$ cat src/rtl/sprite_sdr_arbiter.sv
// Two-requester arbiter for the 64-bit sprite-ROM SDRAM channel (CLK_96M domain).
// One SDRAM transaction outstanding at a time; each requester can queue one request.
module sprite_sdr_arbiter #(
  parameter int FIXED_PRIO = 0,
  parameter int TIMEOUT    = 255
) (
  input  logic        CLK_96M,
  input  logic        RESET_N,
  input  logic        req0,
  input  logic [24:0] addr0,
  output logic        rdy0,
  output logic [63:0] data0,
  input  logic        req1,
  input  logic [24:0] addr1,
  output logic        rdy1,
  output logic [63:0] data1,
  output logic [24:0] sdr_addr,
  output logic        sdr_req,
  input  logic [63:0] sdr_data,
  input  logic        sdr_rdy,
  output logic        busy,
  output logic        owner,
  output logic        timeout_err,
  output logic        overrun,
  input  logic        clr_err
);

  // state   | meaning
  // ST_IDLE | no transaction outstanding; grant from registered pending flags
  // ST_WAIT | sdr_req issued for owner; waiting for sdr_rdy or timer expiry
  typedef enum logic {ST_IDLE, ST_WAIT} state_t;

  localparam logic [9:0] TIMER_LAST = 10'(TIMEOUT - 1);

  state_t      state_q;
  state_t      state_d;
  logic        pending0;
  logic        pending1;
  logic [24:0] addr0_q;
  logic [24:0] addr1_q;
  logic        last_served;
  logic [9:0]  timer;

  logic grant;
  logic grant_sel;
  logic done;
  logic expired;
  logic done0;
  logic done1;
  logic accept0;
  logic accept1;
  logic overrun_evt;

  always_ff @(posedge CLK_96M or negedge RESET_N) begin
    if (!RESET_N) state_q <= ST_IDLE;
    else          state_q <= state_d;
  end

  always_comb begin
    state_d   = state_q;
    grant     = 1'b0;
    grant_sel = 1'b0;
    done      = 1'b0;
    expired   = 1'b0;
    case (state_q)
      ST_IDLE: begin
        if (pending0 || pending1) begin
          grant   = 1'b1;
          state_d = ST_WAIT;
          if (pending0 && pending1)
            grant_sel = (FIXED_PRIO != 0) ? 1'b0 : ~last_served;
          else
            grant_sel = pending1;
        end
      end
      ST_WAIT: begin
        if (sdr_rdy) begin
          done    = 1'b1;
          state_d = ST_IDLE;
        end else if (timer == TIMER_LAST) begin
          done    = 1'b1;
          expired = 1'b1;
          state_d = ST_IDLE;
        end
      end
      default: state_d = ST_IDLE;
    endcase
  end

  assign busy  = (state_q == ST_WAIT);
  assign done0 = done & ~owner;
  assign done1 = done & owner;

  // A request landing on its own completion cycle refills the latch instead of overrunning.
  assign accept0     = req0 & (~pending0 | done0);
  assign accept1     = req1 & (~pending1 | done1);
  assign overrun_evt = (req0 & ~accept0) | (req1 & ~accept1);

  always_ff @(posedge CLK_96M or negedge RESET_N) begin
    if (!RESET_N) begin
      pending0 <= 1'b0;
      pending1 <= 1'b0;
      addr0_q  <= '0;
      addr1_q  <= '0;
    end else begin
      if (accept0) begin
        pending0 <= 1'b1;
        addr0_q  <= addr0;
      end else if (done0) begin
        pending0 <= 1'b0;
      end
      if (accept1) begin
        pending1 <= 1'b1;
        addr1_q  <= addr1;
      end else if (done1) begin
        pending1 <= 1'b0;
      end
    end
  end

  always_ff @(posedge CLK_96M or negedge RESET_N) begin
    if (!RESET_N) begin
      sdr_req     <= 1'b0;
      sdr_addr    <= '0;
      owner       <= 1'b0;
      timer       <= '0;
      last_served <= 1'b1;
    end else begin
      sdr_req <= grant;
      if (grant) begin
        sdr_addr <= grant_sel ? addr1_q : addr0_q;
        owner    <= grant_sel;
        timer    <= '0;
      end else if (state_q == ST_WAIT) begin
        timer <= timer + 10'd1;
      end
      if (done) last_served <= owner;
    end
  end

  always_ff @(posedge CLK_96M or negedge RESET_N) begin
    if (!RESET_N) begin
      rdy0  <= 1'b0;
      rdy1  <= 1'b0;
      data0 <= '0;
      data1 <= '0;
    end else begin
      rdy0 <= done0;
      rdy1 <= done1;
      if (done0) data0 <= expired ? 64'd0 : sdr_data;
      if (done1) data1 <= expired ? 64'd0 : sdr_data;
    end
  end

  // A fresh error event outranks a simultaneous clear.
  always_ff @(posedge CLK_96M or negedge RESET_N) begin
    if (!RESET_N) begin
      timeout_err <= 1'b0;
      overrun     <= 1'b0;
    end else begin
      if (expired)      timeout_err <= 1'b1;
      else if (clr_err) timeout_err <= 1'b0;
      if (overrun_evt)  overrun <= 1'b1;
      else if (clr_err) overrun <= 1'b0;
    end
  end

endmodule

$ cat config.mk
export PLATFORM = sky130hd
export DESIGN_NAME = sprite_sdr_arbiter
export DESIGN_NICKNAME = d
export VERILOG_FILES = /design/src/rtl/sprite_sdr_arbiter.sv
export SDC_FILE = /design/constraint.sdc
export NUM_CORES = 1
export LEC_CHECK = 0
export BUFFER_PORTS_ARGS = -buffer_cell sky130_fd_sc_hd__buf_2
export CORE_UTILIZATION = 56
export CTS_CLUSTER_SIZE = 25
export DETAILED_ROUTE_END_ITERATION = 8
export PLACE_DENSITY = 0.95
export SLEW_MARGIN = 10
export SYNTH_ARGS = -nofsm -noshare
export SYNTH_HDL_FRONTEND = slang
export SYNTH_SLANG_ARGS = --single-unit
export TNS_END_PERCENT = 30
$ cat constraint.sdc
create_clock -name CLK_96M -period 4.8 [get_ports CLK_96M]
set_input_delay 1.44 -clock CLK_96M [delete_from_list [all_inputs] [get_ports CLK_96M]]
set_output_delay 1.44 -clock CLK_96M [all_outputs]
set_load 0.01 [all_outputs]
== Word level (Yosys, flattened, before mapping) ==
Cells that the tools add are included.

* $add $sub $neg: 1
* Equality and inequality tests: 1
* Muxes and demuxes: 24
* Bitwise logic cells: 16
* Reductions and logical operators: 7

{| class="wikitable"
|+ Operators with widths
! kind !! count
|-
| 64-bit 2-to-1 mux || 1
|-
| 25-bit 2-to-1 mux || 1
|-
| 10-bit 2-to-1 mux || 2
|-
| 1-bit 2-to-1 mux || 19
|-
| 10-bit by 1-bit adder with 10-bit output (second input constant) || 1
|-
| 10-bit by 8-bit equality test with 1-bit output (second input constant) || 1
|-
| 2-bit nonzero test || 5
|-
| 1-bit inverter || 7
|-
| 1-bit AND || 6
|-
| 1-bit bitwise OR || 3
|-
| 1-bit case mux with 2 select lines || 1
|-
| 1-bit logical AND || 1
|-
| 1-bit logical OR || 1
|}

* Bits in registers: 223
* Word-level logic and storage cells: 65

== Longest topological paths before layout ==
Gate-level depths: netlist (run 1).

* Depth after elaboration: 11
* Mapped depth: 8
* Depth with buffers taken out: 6

== Worst setup path after synthesis (run 1) ==
Ideal clock, no wire load.

* Path type: input -> register
* From: input sdr_rdy
* To: register addr0_q[10]
* Setup time: 0.125 ns
* Arrival: 2.436 ns
* Data required time: 4.675 ns
* Slack: 2.239 ns
* Cell stages on the path: 5
* Path through: inv_1 o31ai_1 o21ai_2 buf_6 mux2_4

* Longest elaborated chain between the ends: 5

{| class="wikitable"
|+ RTL lines
! what !! line !! text
|-
| start, declared || 20 || <nowiki>input logic sdr_rdy,</nowiki>
|-
| 1-bit 2-to-1 mux || 77 || <nowiki>if (sdr_rdy) begin</nowiki>
|-
| 1-bit 2-to-1 mux || 65 || <nowiki>case (state_q)</nowiki>
|-
| 1-bit AND || 91 || <nowiki>assign done0 = done & ~owner;</nowiki>
|-
| 1-bit bitwise OR || 95 || <nowiki>assign accept0 = req0 & (~pending0 | done0);</nowiki>
|-
| 1-bit AND || 95 ||
|-
| end signal, assigned || 108 || <nowiki>addr0_q <= addr0;</nowiki>
|-
| end, declared || 39 || <nowiki>logic [24:0] addr0_q;</nowiki>
|}

Every way passes these cells.
A chain may end at the register's enable or synchronous reset.

== Final worst setup path (run 1) ==
* From: register owner
* To: output owner

{| class="wikitable"
|+ RTL lines
! what !! line !! text
|-
| start, declared || 22 || <nowiki>output logic owner,</nowiki>
|-
| start signal, assigned || 132 || <nowiki>owner <= grant_sel;</nowiki>
|}

No word-level cell between the ends.

==> Flow_metrics.wiki, run 1 <==
{| class="wikitable"
! Metric !! Value
|-
| Status || finished clean
|-
| Detail-routed via count per cell || 6.097
|-
| CTS Root Cell || clkbuf_16
|-
| Number of flip-flops and latches in the synthesized netlist || 223
|-
| Syn nets || 1009
|-
| Highest clock frequency the design can meet || 322.3 MHz
|-
| Crit path max-delay family || flip-flops
|-
| Critical R2R Launch || owner$_DFFE_PN0P_
|-
| Routed length per placed instance || 20.06 um
|-
| Global routing usage summed across all routing layers || 0.3055
|-
| Portion of the clock cycle consumed by the worst path in the final layout || 0.6464
|-
| Max-slew headroom || 0.2328
|-
| Final Skew || 0.01076 ns
|-
| Number of placed I/O pins || 280
|-
| Number of sinks handled by clock tree synthesis || 223
|-
| Number of antenna violations at the first check in global routing || 3
|-
| Last weighted congestion value of the routability-driven placer || 0.8252
|-
| Initial core utilization || 0.5763
|-
| Number of synthesized flops with an enable pin || 0
|-
| Vias in the first global route || 8187
|-
| Final setup violating endpoints || 0
|-
| Port buffer count || 279
|-
| Number of setup buffers added after CTS || 0
|-
| Area grow syn2layout || 23.30%
|-
| Wire length of the first global-routing pass || 42990 um
|-
| Register clock-pin slew on the reported worst setup and hold paths || 0.06 ns
|-
| Count of buffer and inverter cells on the critical path || 1
|-
| DRC violations left || 0
|-
| Total power density per cell area || 614.8 nW/um^2
|-
| Max rail drop VDD || 357.5 uV
|-
| Predominant post-synthesis flop cell || dfrtp_1
|-
| Worst setup SP type || flip-flop
|-
| Number of instances in the synthesized netlist || 887
|-
| Count of TritonRoute iterations in the first routing pass || 5
|-
| Unique masters post-synth || 37
|-
| Type of the tightest min-delay check || flip-flop to flip-flop
|-
| Deepest clock path buffer count || 3
|-
| Netlist Area Pre-Place || 9592 um^2
|-
| HPWL reported at the end of detailed placement || 16710 um
|-
| Sequential cell area fraction in the yosys report || 0.5819
|-
| Pin count of the biggest net entering global routing || 118
|-
| Synth warnings || 0
|-
| Leading area contributor after synthesis || dfrtp_1
|-
| DIE AREA || 17660 um^2
|-
| Startpoint of the worst setup timing path || owner$_DFFE_PN0P_
|-
| Final hold violations || 0
|-
| Share of async-settable or async-resettable flops after synthesis || 1.000
|-
| Final wirelength || 27180 um
|-
| Dominant cells by area after synthesis || dfrtp_1 58%, o21ai_0 8.2%, nand2_1 6.4%
|-
| Net count of the finished layout || 1239
|-
| Die width || 132.9 um
|-
| Worst setup endpoint || owner
|-
| Height of the die || 132.9 um
|-
| Required time of the critical path || 3.36 ns
|-
| Levels on crit path || 1
|-
| Area of the core || 16640 um^2
|-
| Setup total negative slack || 0 ns
|-
| Register-to-register setup slack || 2.15 ns
|-
| Shortest period the worst path allows || 3.103 ns
|-
| End of the worst register-to-register path || addr0_q[3]$_DFFE_PN0P_
|-
| P_leak || 5.978 nW
|-
| CP max FO || 71
|-
| Unrepaired setup endpoints after global routing || false
|-
| DRC marker count from the first detailed-route iteration || 838
|-
| Clock tree from TritonCTS || yes
|-
| Data arrival, critical path || 1.66 ns
|-
| Slowest stage cell, crit path || dfrtp_4
|-
| Cells along the critical path || buf_2
|-
| Post-layout util || 0.7106
|-
| # H-tree levels || 1
|-
| Max-cap violations || 0
|-
| Number of vias after detailed routing || 8261
|-
| Worst skew pair latency || 0.51 ns
|-
| Transition at the pin with the smallest max-transition slack || 1.150 ns
|-
| TritonCTS Buffers || 24
|-
| DRT antenna net count || 0
|-
| FP Rows || 47
|-
| CTS Hold Bufs || 0
|-
| Share of final-layout standard cells stronger than drive strength 1 || 0.3463
|-
| Crit. End Element || primary output
|-
| CP Class || flip-flop to primary output
|-
| Post-cts sizing count || 0
|-
| Worst reg2reg path depth || 4
|-
| Avg Inst Size Synth || 10.81 um^2
|-
| Max incr delay on CP || 0.85 ns
|-
| Yosys top cell area share || 0.5792
|-
| Final global-route overflow total || 0
|-
| Max-slew violation total from the final report || 0
|}
[how the worst min path moves through the flow]
stage	startpoint	end	slack [ns]	depth (start not counted)
3_3_place_gp	sdr_addr[6]$_DFFE_PN0P_	sdr_addr[6]$_DFFE_PN0P_	0.46	2
2_1_floorplan	timer[8]$_DFFE_PN0P_	timer[8]$_DFFE_PN0P_	0.47	1
3_5_place_dp	sdr_addr[16]$_DFFE_PN0P_	sdr_addr[16]$_DFFE_PN0P_	0.46	2
4_1_cts	sdr_addr[8]$_DFFE_PN0P_	sdr_addr[8]$_DFFE_PN0P_	0.49	2
6_report	sdr_addr[22]$_DFFE_PN0P_	sdr_addr[22]$_DFFE_PN0P_	0.48	2
5_1_grt	sdr_addr[5]$_DFFE_PN0P_	sdr_addr[5]$_DFFE_PN0P_	0.51	2
[report_power, final]
group          switching, mW  total, mW  internal [mW]  leakage [nW]
sequential             0.500       3.15           2.65          2.74
combinational           1.29       2.31           1.02          2.87
clock                  0.746       1.81           1.07         0.375
total                   2.54       7.27           4.73          5.98
[metal layers]
metal / GRT usage / wire [um] / share of wire / vias to the layer above
met5: 0 / 0 / 0 / -
met4: 0.1814 / 1748 / 0.064 / 0
met3: 0.04904 / 1750 / 0.064 / 130
met2: 0.4863 / 12980 / 0.48 / 460
met1: 0.3973 / 10700 / 0.39 / 4032
li1: - / - / - / 3639
[state kept, by name, indices dropped and copies added, names as in the netlist]
signal	cells
timer	10
rdy1	1
overrun	1
last_served	1
sdr_addr	25
addr1_q	25
data1	64
timeout_err	1
busy	1
pending1	1
sdr_req	1
pending0	1
addr0_q	25
data0	64
owner	1
rdy0	1
[placed cells by master (no fill, tap or decap), types with 3 or more instances in the layout]
cell type and count:
clkinv_2 3, buf_2 277, clkinvlp_4 3, dfrtp_1 220, diode_2 3, clkbuf_1 4, nand4_1 67, mux2_2 10
mux2_4 40, o22ai_1 26, inv_1 7, nand2_1 162, o21ai_4 3, o21ai_0 156, nand3_1 4, mux2i_1 3
buf_4 11, o211ai_1 3, clkbuf_8 5, nor2_1 6, clkbuf_16 25, nand4b_1 65
[area by class of cell]
| type | count | area [um^2] |
|---|---|---|
| diodes | 3 | 7.507 |
| clock buffers | 33 | 695.7 |
| clock inverters | 8 | 83.83 |
| fillers | 1160 | 4816 |
| inverters | 7 | 26.28 |
| multi-input cells | 571 | 3646 |
| flip-flops and latches | 223 | 5589 |
| well taps | 220 | 275.3 |
| repair buffers | 290 | 1503 |
[cell families (layout without fill, tap and decap cells)]
family	Yosys count	in the layout	synth area share
AOI/OAI and AO/OA	198	198	0.1114
xor gates and xnor gates	2	2	0.001827
adders and majority gates	2	2	0.002609
buffers and inverters	93	338	0.04135
DFF	223	223	0.5819
muxes	53	53	0.07749
other	0	3	0
and+or+nand+nor	316	316	0.1834
[per-stage QoR]
stage	instances	hold slack [ns]	total power [mW]	instance area, um^2	setup slack, ns
final	1355	0.4828	7.271	11830	1.697
after global routing	1355	0.5129	7.646	11830	1.642
after CTS	1352	0.4884	7.274	11820	1.733
after detailed placement	1311	0.4649	5.409	11040	1.370
after global placement	1311	0.4571	5.264	11040	1.425
after floorplan	887	0.4671	4.370	9592	2.239
[synthesized netlist by cell type (all sizes together), types with 2 or more instances]
master / instances
dfrtp: 222
nand2: 163
o21ai: 159
clkbuf: 71
nand4: 68
nand4b: 65
mux2: 50
o22ai: 26
buf: 15
inv: 7
nor2: 7
nand3: 4
mux2i: 3
o211ai: 3
ha: 2
nand2b: 2
nor3: 2
nor4: 2
o21bai: 2
o31ai: 2
xor2: 2
No activity file was read; power rests on OpenSTA's default activity.
==> run 2, diff against run 1 <==
--- a/config.mk
+++ b/config.mk
@@ -6,10 +6,10 @@
 export NUM_CORES = 1
 export LEC_CHECK = 0
 export BUFFER_PORTS_ARGS = -buffer_cell sky130_fd_sc_hd__buf_2
-export CORE_UTILIZATION = 56
+export CORE_UTILIZATION = 52
 export CTS_CLUSTER_SIZE = 25
 export DETAILED_ROUTE_END_ITERATION = 8
-export PLACE_DENSITY = 0.95
+export PLACE_DENSITY = 0.91
 export SLEW_MARGIN = 10
 export SYNTH_ARGS = -nofsm -noshare
 export SYNTH_HDL_FRONTEND = slang
==> constraint.sdc (replaced) <==
create_clock -name CLK_96M -period 2.9 [get_ports CLK_96M]
set_input_delay 0.87 -clock CLK_96M [delete_from_list [all_inputs] [get_ports CLK_96M]]
set_output_delay 0.87 -clock CLK_96M [all_outputs]
set_load 0.01 [all_outputs]
==> run 2 against run 1 <==
- global-route usage shrank 3.1 points
- cell area is essentially flat
- worst setup slack lost 1.3 ns
- clock skew grew 0.00099 ns
- clock power grew 52%
- via count shrank 1.1%
- clock-buffer cell count is the same
- die area grew 7.6%
- sequential cell count is the same
- largest cell class unchanged
==> Flow_metrics.wiki, run 2 (same netlist as run 1, synthesis figures left out) <==
{| class="wikitable"
! Metric !! Value
|-
| Status || finished clean
|-
| Final wirelength || 26430 um
|-
| Unrepaired setup endpoints after global routing || false
|-
| Max-cap violations || 0
|-
| Net count of the finished layout || 1246
|-
| Crit. End Element || flip-flop
|-
| Global routing usage summed across all routing layers || 0.2742
|-
| Height of the die || 137.8 um
|-
| Worst skew pair latency || 0.50 ns
|-
| Wire length of the first global-routing pass || 40770 um
|-
| DRC marker count from the first detailed-route iteration || 680
|-
| Pin count of the biggest net entering global routing || 103
|-
| Die width || 137.8 um
|-
| Number of setup buffers added after CTS || 0
|-
| Register clock-pin slew on the reported worst setup and hold paths || 0.06 ns
|-
| Detail-routed via count per cell || 5.961
|-
| Data arrival, critical path || 2.86 ns
|-
| Total power density per cell area || 990.3 nW/um^2
|-
| Deepest clock path buffer count || 3
|-
| Worst reg2reg path depth || 6
|-
| DRC violations left || 0
|-
| Shortest period the worst path allows || 2.492 ns
|-
| Vias in the first global route || 7744
|-
| Final Skew || 0.01175 ns
|-
| Portion of the clock cycle consumed by the worst path in the final layout || 0.8593
|-
| Final setup violating endpoints || 0
|-
| Placed Cells incl. Taps || 1328
|-
| Transition at the pin with the smallest max-transition slack || 1.233 ns
|-
| CTS Root Cell || clkbuf_16
|-
| Initial core utilization || 0.5321
|-
| CTS Hold Bufs || 0
|-
| Routed length per placed instance || 19.27 um
|-
| Share of final-layout standard cells stronger than drive strength 1 || 0.3486
|-
| Count of TritonRoute iterations in the first routing pass || 5
|-
| Max-slew headroom || 0.1773
|-
| Post-Layout Cell Count || 1371
|-
| Last weighted congestion value of the routability-driven placer || 0.8272
|-
| FP Rows || 49
|-
| Final hold violations || 0
|-
| Type of the tightest min-delay check || input pin to async pin
|-
| Setup total negative slack || 0 ns
|-
| Final global-route overflow total || 0
|-
| Highest-count cells in the layout ignoring fill and taps || 277 x buf_2, 220 x dfrtp_1, 162 x nand2_1
|-
| Max rail drop VDD || 839.5 uV
|-
| Cells along the critical path || inv_1 -> ha_1 -> nand4b_1 -> nor4_4 -> o21ai_4 -> mux2_2
|-
| Area of the core || 18020 um^2
|-
| Port buffer count || 279
|-
| P_leak || 5.994 nW
|-
| Required time of the critical path || 3.27 ns
|-
| Number of sinks handled by clock tree synthesis || 223
|-
| Clock tree from TritonCTS || yes
|-
| Number of placed I/O pins || 280
|-
| DRT antenna net count || 0
|-
| Startpoint of the worst setup timing path || timer[0]$_DFFE_PN0P_
|-
| Leading registers by flop count || data0 x64, data1 x64
|-
| Number of vias after detailed routing || 8173
|-
| Max-slew violation total from the final report || 0
|-
| CP Class || flip-flop to flip-flop
|-
| DIE AREA || 18990 um^2
|-
| Number of antenna violations at the first check in global routing || 3
|-
| Area grow syn2layout || 23.39%
|-
| Post-cts sizing count || 0
|-
| Critical R2R Launch || timer[0]$_DFFE_PN0P_
|-
| TritonCTS Buffers || 23
|-
| Highest clock frequency the design can meet || 401.3 MHz
|-
| Max incr delay on CP || 0.89 ns
|-
| CP max FO || 25
|-
| HPWL reported at the end of detailed placement || 16520 um
|-
| # H-tree levels || 1
|-
| Most frequent standard cell in the layout excluding fill and tap cells || buf_2
|-
| Worst setup SP type || flip-flop
|-
| Slowest stage cell, crit path || o21ai_4
|}
-- run 2: area by class of cell --
class	instances	area, um^2
Clock buffer	33	653.1
Timing Repair Buffer	298	1589
Sequential cell	223	5589
Antenna cell	3	7.507
Tap cell	229	286.5
Clock inverter	7	37.54
Fill cell	1389	6190
Multi-Input combinational cell	571	3646
Inverter	7	26.28
-- run 2: layer usage --
layer  wire length (um)  GRT usage  vias up
li1                   -          -     3660
met1              10560     0.3586     3996
met2              12690     0.4414      421
met3               1921    0.05445       94
met4               1241     0.1238        2
met5                 13          0        -
-- run 2: critical path, delay by kind of cell (launching register included) --
kind            cells  cell delay [ns]
compound gates      1             0.89
flops               1             0.42
mux                 1             0.42
simple gates        2             0.37
fa+ha+maj           1             0.19
buf+inv             1             0.06
-- run 2: metrics by stage --
| stage | instance area (um^2) | total power, mW | util | hold slack [ns] | worst slack (ns) |
|---|---|---|---|---|---|
| floorplan | 9592 | 7.233 | - | 0.4671 | 0.9088 |
| global placement | 11140 | 8.754 | 0.6179 | 0.4576 | 0.2737 |
| detailed placement | 11140 | 8.960 | 0.6179 | 0.4651 | 0.2304 |
| CTS | 11830 | 11.77 | 0.6562 | 0.3702 | 0.4054 |
| global route | 11830 | 12.44 | 0.6565 | 0.3676 | 0.2825 |
| finish | 11840 | 11.72 | 0.6566 | 0.3386 | 0.4081 |
-- run 2: path summary, 6_finish.rpt --
| check | end | slack [ns] |
|---|---|---|
| max in group asynchronous | sdr_addr[19]$_DFFE_PN0P_ | 1.76 |
| min in group CLK_96M | sdr_addr[4]$_DFFE_PN0P_ | 0.47 |
| worst max register to register | addr0_q[1]$_DFFE_PN0P_ | 0.41 |
| worst max-delay path | addr0_q[1]$_DFFE_PN0P_ | 0.41 |
| worst min register to register | sdr_addr[4]$_DFFE_PN0P_ | 0.47 |
| worst min-delay path | data0[41]$_DFFE_PN0P_ | 0.34 |
-- run 2: power breakdown --
group	internal, mW	switching, mW
registers	4.38	0.730
logic	1.70	2.16
clock network	1.56	1.19
